--- config.mk ---
export PLATFORM = sky130hd
export DESIGN_NAME = fp16_maxpool_stream
export DESIGN_NICKNAME = d
export VERILOG_FILES = /design/src/rtl/fp16_maxpool_stream.sv
export SDC_FILE = /design/constraint.sdc
export NUM_CORES = 1
export LEC_CHECK = 0
export CAP_MARGIN = 20
export CORE_MARGIN = 10
export CORE_UTILIZATION = 40
export DETAILED_ROUTE_END_ITERATION = 7
export GPL_TIMING_DRIVEN = 0
export PLACE_DENSITY = 0.66
export SLEW_MARGIN = 5
export SYNTH_ARGS = -nofsm -noshare
export SYNTH_HDL_FRONTEND = slang
export SYNTH_SLANG_ARGS = --single-unit
--- constraint.sdc ---
create_clock -name clk -period 2.7 [get_ports clk]
set_input_delay 0.54 -clock clk [delete_from_list [all_inputs] [get_ports clk]]
set_output_delay 0.54 -clock clk [all_outputs]
set_load 0.01 [all_outputs]
--- src/rtl/fp16_maxpool_stream.sv ---
// Streaming FP16 max-pool over windows of POOL_SIZE beats (early close on in_last); FP16_NAN_STICKY_EN forces qNaN for NaN-bearing windows.
// Latency: window maximum appears on out_valid one cycle after the closing beat is accepted.
// Backpressure: in_ready = ~out_valid | out_ready; a held result stalls input, a pop and a close may share one edge.
module fp16_maxpool_stream #(
  parameter int POOL_SIZE = 4
) (
  input  logic        clk,
  input  logic        rst_n,
  input  logic        in_valid,
  output logic        in_ready,
  input  logic [15:0] in_data,
  input  logic        in_last,
  output logic        out_valid,
  input  logic        out_ready,
  output logic [15:0] out_data,
  output logic [8:0]  out_len
);

  localparam int               CNT_W    = $clog2(POOL_SIZE);
  localparam logic [CNT_W-1:0] CNT_LAST = CNT_W'(POOL_SIZE - 1);

  logic [CNT_W-1:0] cnt;
  logic [15:0]      run_max;
  logic             accept;
  logic             closing;
  logic             beat_wins;
  logic [15:0]      win_max;
  logic [15:0]      close_dat;

  // Monotone remap of binary16 so an unsigned compare gives -inf < ... < -0 < +0 < ... < +inf.
  function automatic logic [15:0] order_key(input logic [15:0] v);
    return v[15] ? ~v : (v | 16'h8000);
  endfunction

  assign in_ready  = ~out_valid | out_ready;
  assign accept    = in_valid & in_ready;
  assign closing   = accept & (in_last | (cnt == CNT_LAST));
  // Strict compare: an equal key keeps the earlier element.
  assign beat_wins = (cnt == '0) | (order_key(in_data) > order_key(run_max));
  assign win_max   = beat_wins ? in_data : run_max;

`ifdef FP16_NAN_STICKY_EN
  logic nan_seen;
  logic in_nan;

  assign in_nan    = (in_data[14:10] == 5'h1F) & (|in_data[9:0]);
  assign close_dat = (nan_seen | in_nan) ? 16'h7E00 : win_max;

  always_ff @(posedge clk or negedge rst_n) begin
    if (!rst_n) begin
      nan_seen <= 1'b0;
    end else if (closing) begin
      nan_seen <= 1'b0;
    end else if (accept && in_nan) begin
      nan_seen <= 1'b1;
    end
  end
`else
  assign close_dat = win_max;
`endif

  always_ff @(posedge clk or negedge rst_n) begin
    if (!rst_n) begin
      cnt     <= '0;
      run_max <= 16'h0000;
    end else if (closing) begin
      cnt     <= '0;
      run_max <= 16'h0000;
    end else if (accept) begin
      cnt     <= cnt + CNT_W'(1);
      run_max <= win_max;
    end
  end

  // A close reloads the output even when the same edge pops the previous result.
  always_ff @(posedge clk or negedge rst_n) begin
    if (!rst_n) begin
      out_valid <= 1'b0;
      out_data  <= 16'h0000;
      out_len   <= 9'd0;
    end else if (closing) begin
      out_valid <= 1'b1;
      out_data  <= close_dat;
      out_len   <= 9'(cnt) + 9'd1;
    end else if (out_ready) begin
      out_valid <= 1'b0;
    end
  end

endmodule
### Word level (Yosys, flattened, before mapping)

Cells that the tools add are included.

* bits of input ports: 21
* output and inout port bits: 27
* logic and storage cells: 29
* flip-flop bits (word level): 44

* mux-type cells: 9
* add/subtract/negate cells: 2
* equality and inequality tests: 1
* order comparisons: 1
* reductions and logical operators: 3
* bitwise gates (word level): 8

Operators with widths (count)
* 2-to-1 mux 16 bit: 5
* inverter 16 bit: 2
* > comparator 16 bit: 1
* 2-to-1 mux 2 bit: 2
* nonzero test 2 bit: 2
* adder 2 x 1 -> 3 bit (second input constant): 1
* OR 1 bit: 3
* adder 2 x 1 -> 2 bit (second input constant): 1
* AND 1 bit: 2
* equality test 2 bit (second input constant): 1
* zero test 2 bit: 1
* 2-to-1 mux 1 bit: 2
* inverter 1 bit: 1

### Depth between registers and ports, before layout

* depth in word-level cells: 7
* mapped depth: 11
* gate-level depth less buffers: 8

### Least setup slack after synthesis

No wires, ideal clock.

* path type: input -> register
* start point: input in_data[15]
* end point: register run_max[10]
* setup slack: -0.179 ns
* buffers on the path: 3
* stages: 11
* arrival time: 2.758 ns
* setup time: 0.121 ns
* required time: 2.579 ns
* cell sequence: clkbuf_1 -> buf_2 -> xor2_1 -> ha_1 -> a21oi_1 -> o21ai_1 -> a22oi_2 -> nand3_2 -> o211a_4 -> buf_2 -> a22o_1

* word-level cells in the longest chain between the ends: 7

RTL lines
* start, declared: RTL line 11 `input logic [15:0] in_data,`
* inverter 16 bit: RTL line 32 `return v[15] ? ~v : (v | 16'h8000);`
* 2-to-1 mux 16 bit (*): RTL line 32
* > comparator 16 bit (*): RTL line 39 `assign beat_wins = (cnt == '0) | (order_key(in_data) > order_key(run_max));`
* OR 1 bit (*): RTL line 39
* 2-to-1 mux 16 bit (*): RTL line 40 `assign win_max = beat_wins ? in_data : run_max;`
* 2-to-1 mux 16 bit (*): RTL line 69 `end else if (accept) begin`
* 2-to-1 mux 16 bit (*): RTL line 66 `end else if (closing) begin`
* end signal, assigned: RTL line 71 `run_max <= win_max;`
* end, declared: RTL line 23 `logic [15:0] run_max;`

Mark *: on every way between the ends. The rest lies on a longest branch, timed or not. The select of a mux whose other input is x is not followed.
A chain may end at the register's enable or synchronous reset.

### Worst setup path after layout

* start point: input in_data[15]
* end point: register out_data[10]

* word-level cells in the longest chain between the ends: 5

RTL lines
* inverter 16 bit: RTL line 32
* 2-to-1 mux 16 bit (*): RTL line 32
* > comparator 16 bit (*): RTL line 39
* OR 1 bit (*): RTL line 39
* 2-to-1 mux 16 bit (*): RTL line 40
* end signal, assigned: RTL line 83 `out_data <= close_dat;`
* end, declared: RTL line 15 `output logic [15:0] out_data,`

Mark *: on every way between the ends. The rest lies on a longest branch, timed or not.

==> flow_results.org <==
** STA
- Highest attainable clock frequency :: 379 MHz
- The smallest clock period supported by the final layout is computed as 2.64 ns.
- At the pin with the least slew margin, the transition time is about 0.55 ns.
- Worst Slack Setup Final :: about 0.061 ns
- Clock skew on the completed layout was measured at 0.00864 ns.
- The count of pins over their slew limit was 0.
- On the final layout, the worst hold slack is around 0.17 ns.
- Setup violations remaining at the end of the flow were counted as 0.
- In the finished design, the share of the clock period the worst path needs comes to 0.977.
- After routing, the total negative slack on setup checks comes to 0 ns.
- Normalized max-slew margin :: 0.631
- Number of hold violations in the final report :: 0

** Route
- Remaining antenna violation count :: 0
- Dividing the detail-routed wire length by the instance count gives around 18 um.
- Via-per-instance ratio :: 5.68
- The routed layout has approximately 2,300 vias.
- After detailed routing, the total wire length is about 7400 um.
- First-iteration detailed-routing DRC count :: 129
- After detailed routing, the number of remaining DRC violations is 0.
- DR pass1 iterations :: 5

** Die
- Chip Height :: 100 um
- The floorplan step defined a die boundary enclosing 10,100 um2.
- In this run the horizontal extent of the chip is 100 um.
- Row generation in the floorplan step produced 29 rows.
- Count of boundary I/O pins :: 48
- Total core area :: 6310 um2
- For this configuration, the core starts out at a cell density of 0.409.

** CTS
- Clock-pin slew was measured on the worst setup and hold paths at 0.07 ns.
- TritonCTS clock tree :: built
- Maximum clock insertion buffer count :: 2
- In this run, CTS created clock tree buffers numbering 5.
- CTS H-Tree Depth :: 2
- Sinks on the clock net :: 38
- Clock latency on the worst-skew pair, taken at its later pin, is ~0.30 ns.
- Buffer cell driving the clock tree root :: clkbuf_8

** GRT
- Largest net degree at the start of global routing :: 23
- Final global-route overflow total :: 0
- The number of antenna violations at the first check in global routing is 0.
- The via count of the first global-routing pass is between 2,000 and 2,500.
- For this run, global-route usage on met2 was measured as 0.241.
- The global routing stage identified its most utilized layer as met2.
- For met1 alone, demand over resource in global routing was 0.175.
- First-pass GRT wire length :: around 12,000 um
- Fraction of met3 tracks used by global routing :: 0.0508
- In the global route stage, overall resource usage came out at 0.146.

** Critical path
- The startpoint identified for the worst register-to-register timing path is run_max[15].
- The worst setup path is captured at a flip-flop.
- The critical path is of the in -> reg type.
- The signal on the critical path passes through buf_2, buf_6, xor2_1, ha_1, nand4_1, buf_4, a2111o_1, nand3_4, buf_2, o311a_1.
- Required time worst endpoint :: 2.93 ns
- The slowest stage of the critical path is the a2111o_1 cell.
- The critical path runs through a total of 10 cells.
- Total buffers and inverters traversed by the critical path :: 4
- Measured in cells, the most critical reg-to-reg path has a length of 10.
- Among cell families on the critical path, the largest total delay comes from buffers and inverters.
- Endpoint arrival time on the critical path :: 2.87 ns
- Capturing point of the worst reg2reg path :: out_data[10]
- Crit path launch type :: input port
- The critical path starts at in_data[15].
- Critical Path End :: out_data[10]
- Cell mode on critical path :: buf_2
- In this run the worst path has a maximum fanout of 10.
- The largest single stage delay on the critical path is 0.32 ns.
- The setup check on the worst reg-to-reg path leaves a slack of 0.07 ns.

** Synthesis
- Number of unique standard cell types used by synthesis :: 41
- The share of the Yosys chip area taken by registers is 0.368.
- Synthesis handed over a netlist of 258 instances.
- After synthesis, the share of flip-flops with an asynchronous set or reset is 1.00.
- dfrtp_1 is the most common cell in the netlist.
- Total of flip-flops plus latches after synthesis :: 38
- Number of enable flip-flop cells after synthesis :: 0
- In the synthesized netlist the dominant register cell turns out to be dfrtp_1.
- Mean cell area of the mapped netlist :: 10.0 um2
- Largest cells by area after synthesis :: dfrtp_1, ha_1, o311a_1
- Post-Syn Area :: 2580 um2
- Largest area contributor in the synthesized netlist :: dfrtp_1
- Count of yosys warnings during synthesis :: 0
- Synth cell count leaders :: dfrtp_1, nand2_1, o21ai_0
- Of the post-synthesis cell area, the dominant cell type holds 0.368.

** Finish
- Final std cells w/o fill :: 400
- After routing the design area is between 3000 and 4000 um2.
- Antenna cells :: 0
- The area growth from synthesis to layout is 31.5%.
- Fraction of layout instances using a drive strength above 1 :: 0.183
- Total number of nets in the final design :: ~360

** Power
- Maximum resistive drop on vdd :: 389 uV
- Dividing total power by cell area gives a power density of 802 nW/um2.
- Static power due to leakage :: roughly 1.5 nW

** Placement
- Once placement completed, the tool counted placed cells totaling 381.
- Once detailed placement completed, the half-perimeter wirelength came to 5070 um.
- IO buf count :: 40
- Routability-driven placement finished with a final weighted congestion of 0.828.
- Once placement finished, the instance area stood at 3130 um2.
- Prior to clock tree synthesis, the placed netlist has a worst setup slack of -0.451 ns.

** Flow run
- Max-cap check violation count :: 0

** Outcome
- The flow ran to the end, and the final reports show no timing, DRC or antenna violations.

** Min path
- Hold crit path type :: in -> async
[repair_timing]
| item | CTS | global route |
|---|---|---|
| pin swaps | 2 | 8 |
| setup endpoints to repair | 32 | 31 |
| setup buffers | 1 | 9 |
| resized for setup | 6 | 31 |
| cloned | 0 | 1 |
| hold buffers | 0 | 0 |
[cells by family after synthesis]
| group | after synthesis | synth area share |
|---|---|---|
| mux | 1 | 0.00436 |
| flops | 38 | 0.368 |
| compound gates | 85 | 0.252 |
| other cells | 1 | 0.00145 |
| simple gates | 56 | 0.127 |
| xor+xnor | 30 | 0.102 |
| buf+inv | 29 | 0.0590 |
| fa+ha+maj | 18 | 0.0871 |
[layer usage]
layer  part of all wire  wire, um  up-vias
li1                   -         -     1082
met1               0.45      3290     1130
met2               0.48      3560       47
met3              0.060       439       11
met4              0.011        80        0
met5                  0         0        -
[sequential cells by signal, summed over array words and instances, names as in the netlist]
signal / flops
cnt: 2
out_data: 16
out_valid: 1
out_len: 3
run_max: 16
[cell type report]
type,instances,area (um2)
Inverter,5,18.8
Tap cell,77,96.3
Clock inverter,1,5.00
Sequential cell,38,951
Multi-Input combinational cell,196,1530
Timing Repair Buffer,52,538
Fill cell,571,2910
Clock buffer,7,86.3
Buffer,24,175
[cell usage in the layout (no fill, tap or decap), drive strengths merged, types with 2 or more instances in the layout]
master / instances
dfrtp: 38
buf: 32
clkdlybuf4s50: 29
nand2: 24
o21ai: 23
ha: 18
a22o: 17
o22ai: 16
o311a: 16
xor2: 15
nand3b: 15
xnor2: 15
clkbuf: 12
dlymetal6s2s: 10
conb: 6
a21oi: 6
nand4: 4
inv: 4
nor2: 3
nand3: 3
nand2b: 2
clkinv: 2
nor3: 2
[power by group]
part           switching [W]  internal [W]  total (W)
registers           0.000129      0.000740   0.000869
clock network       0.000214      0.000206   0.000421
logic               0.000721      0.000717    0.00144
total                0.00106       0.00166    0.00273
[through the flow]
step	utilization	power [W]
4_1_cts	0.514	0.00265
5_1_grt	0.538	0.00294
2_1_floorplan	-	0.00168
3_3_place_gp	0.492	0.00218
6_report	0.538	0.00273
3_5_place_dp	0.495	0.00221
[worst min-delay path by stage]
stage,startpoint,end,depth (start not counted),slack [ns]
after global placement,out_len[0],out_len[0],2,0.47
after CTS,rst_n,cnt[1],1,0.18
after detailed placement,out_len[0],out_len[0],2,0.47
final,rst_n,cnt[1],1,0.17
after global routing,rst_n,cnt[1],1,0.20
after floorplan,rst_n,cnt[0],0,0.24
Power figures use the tool's default switching activity.
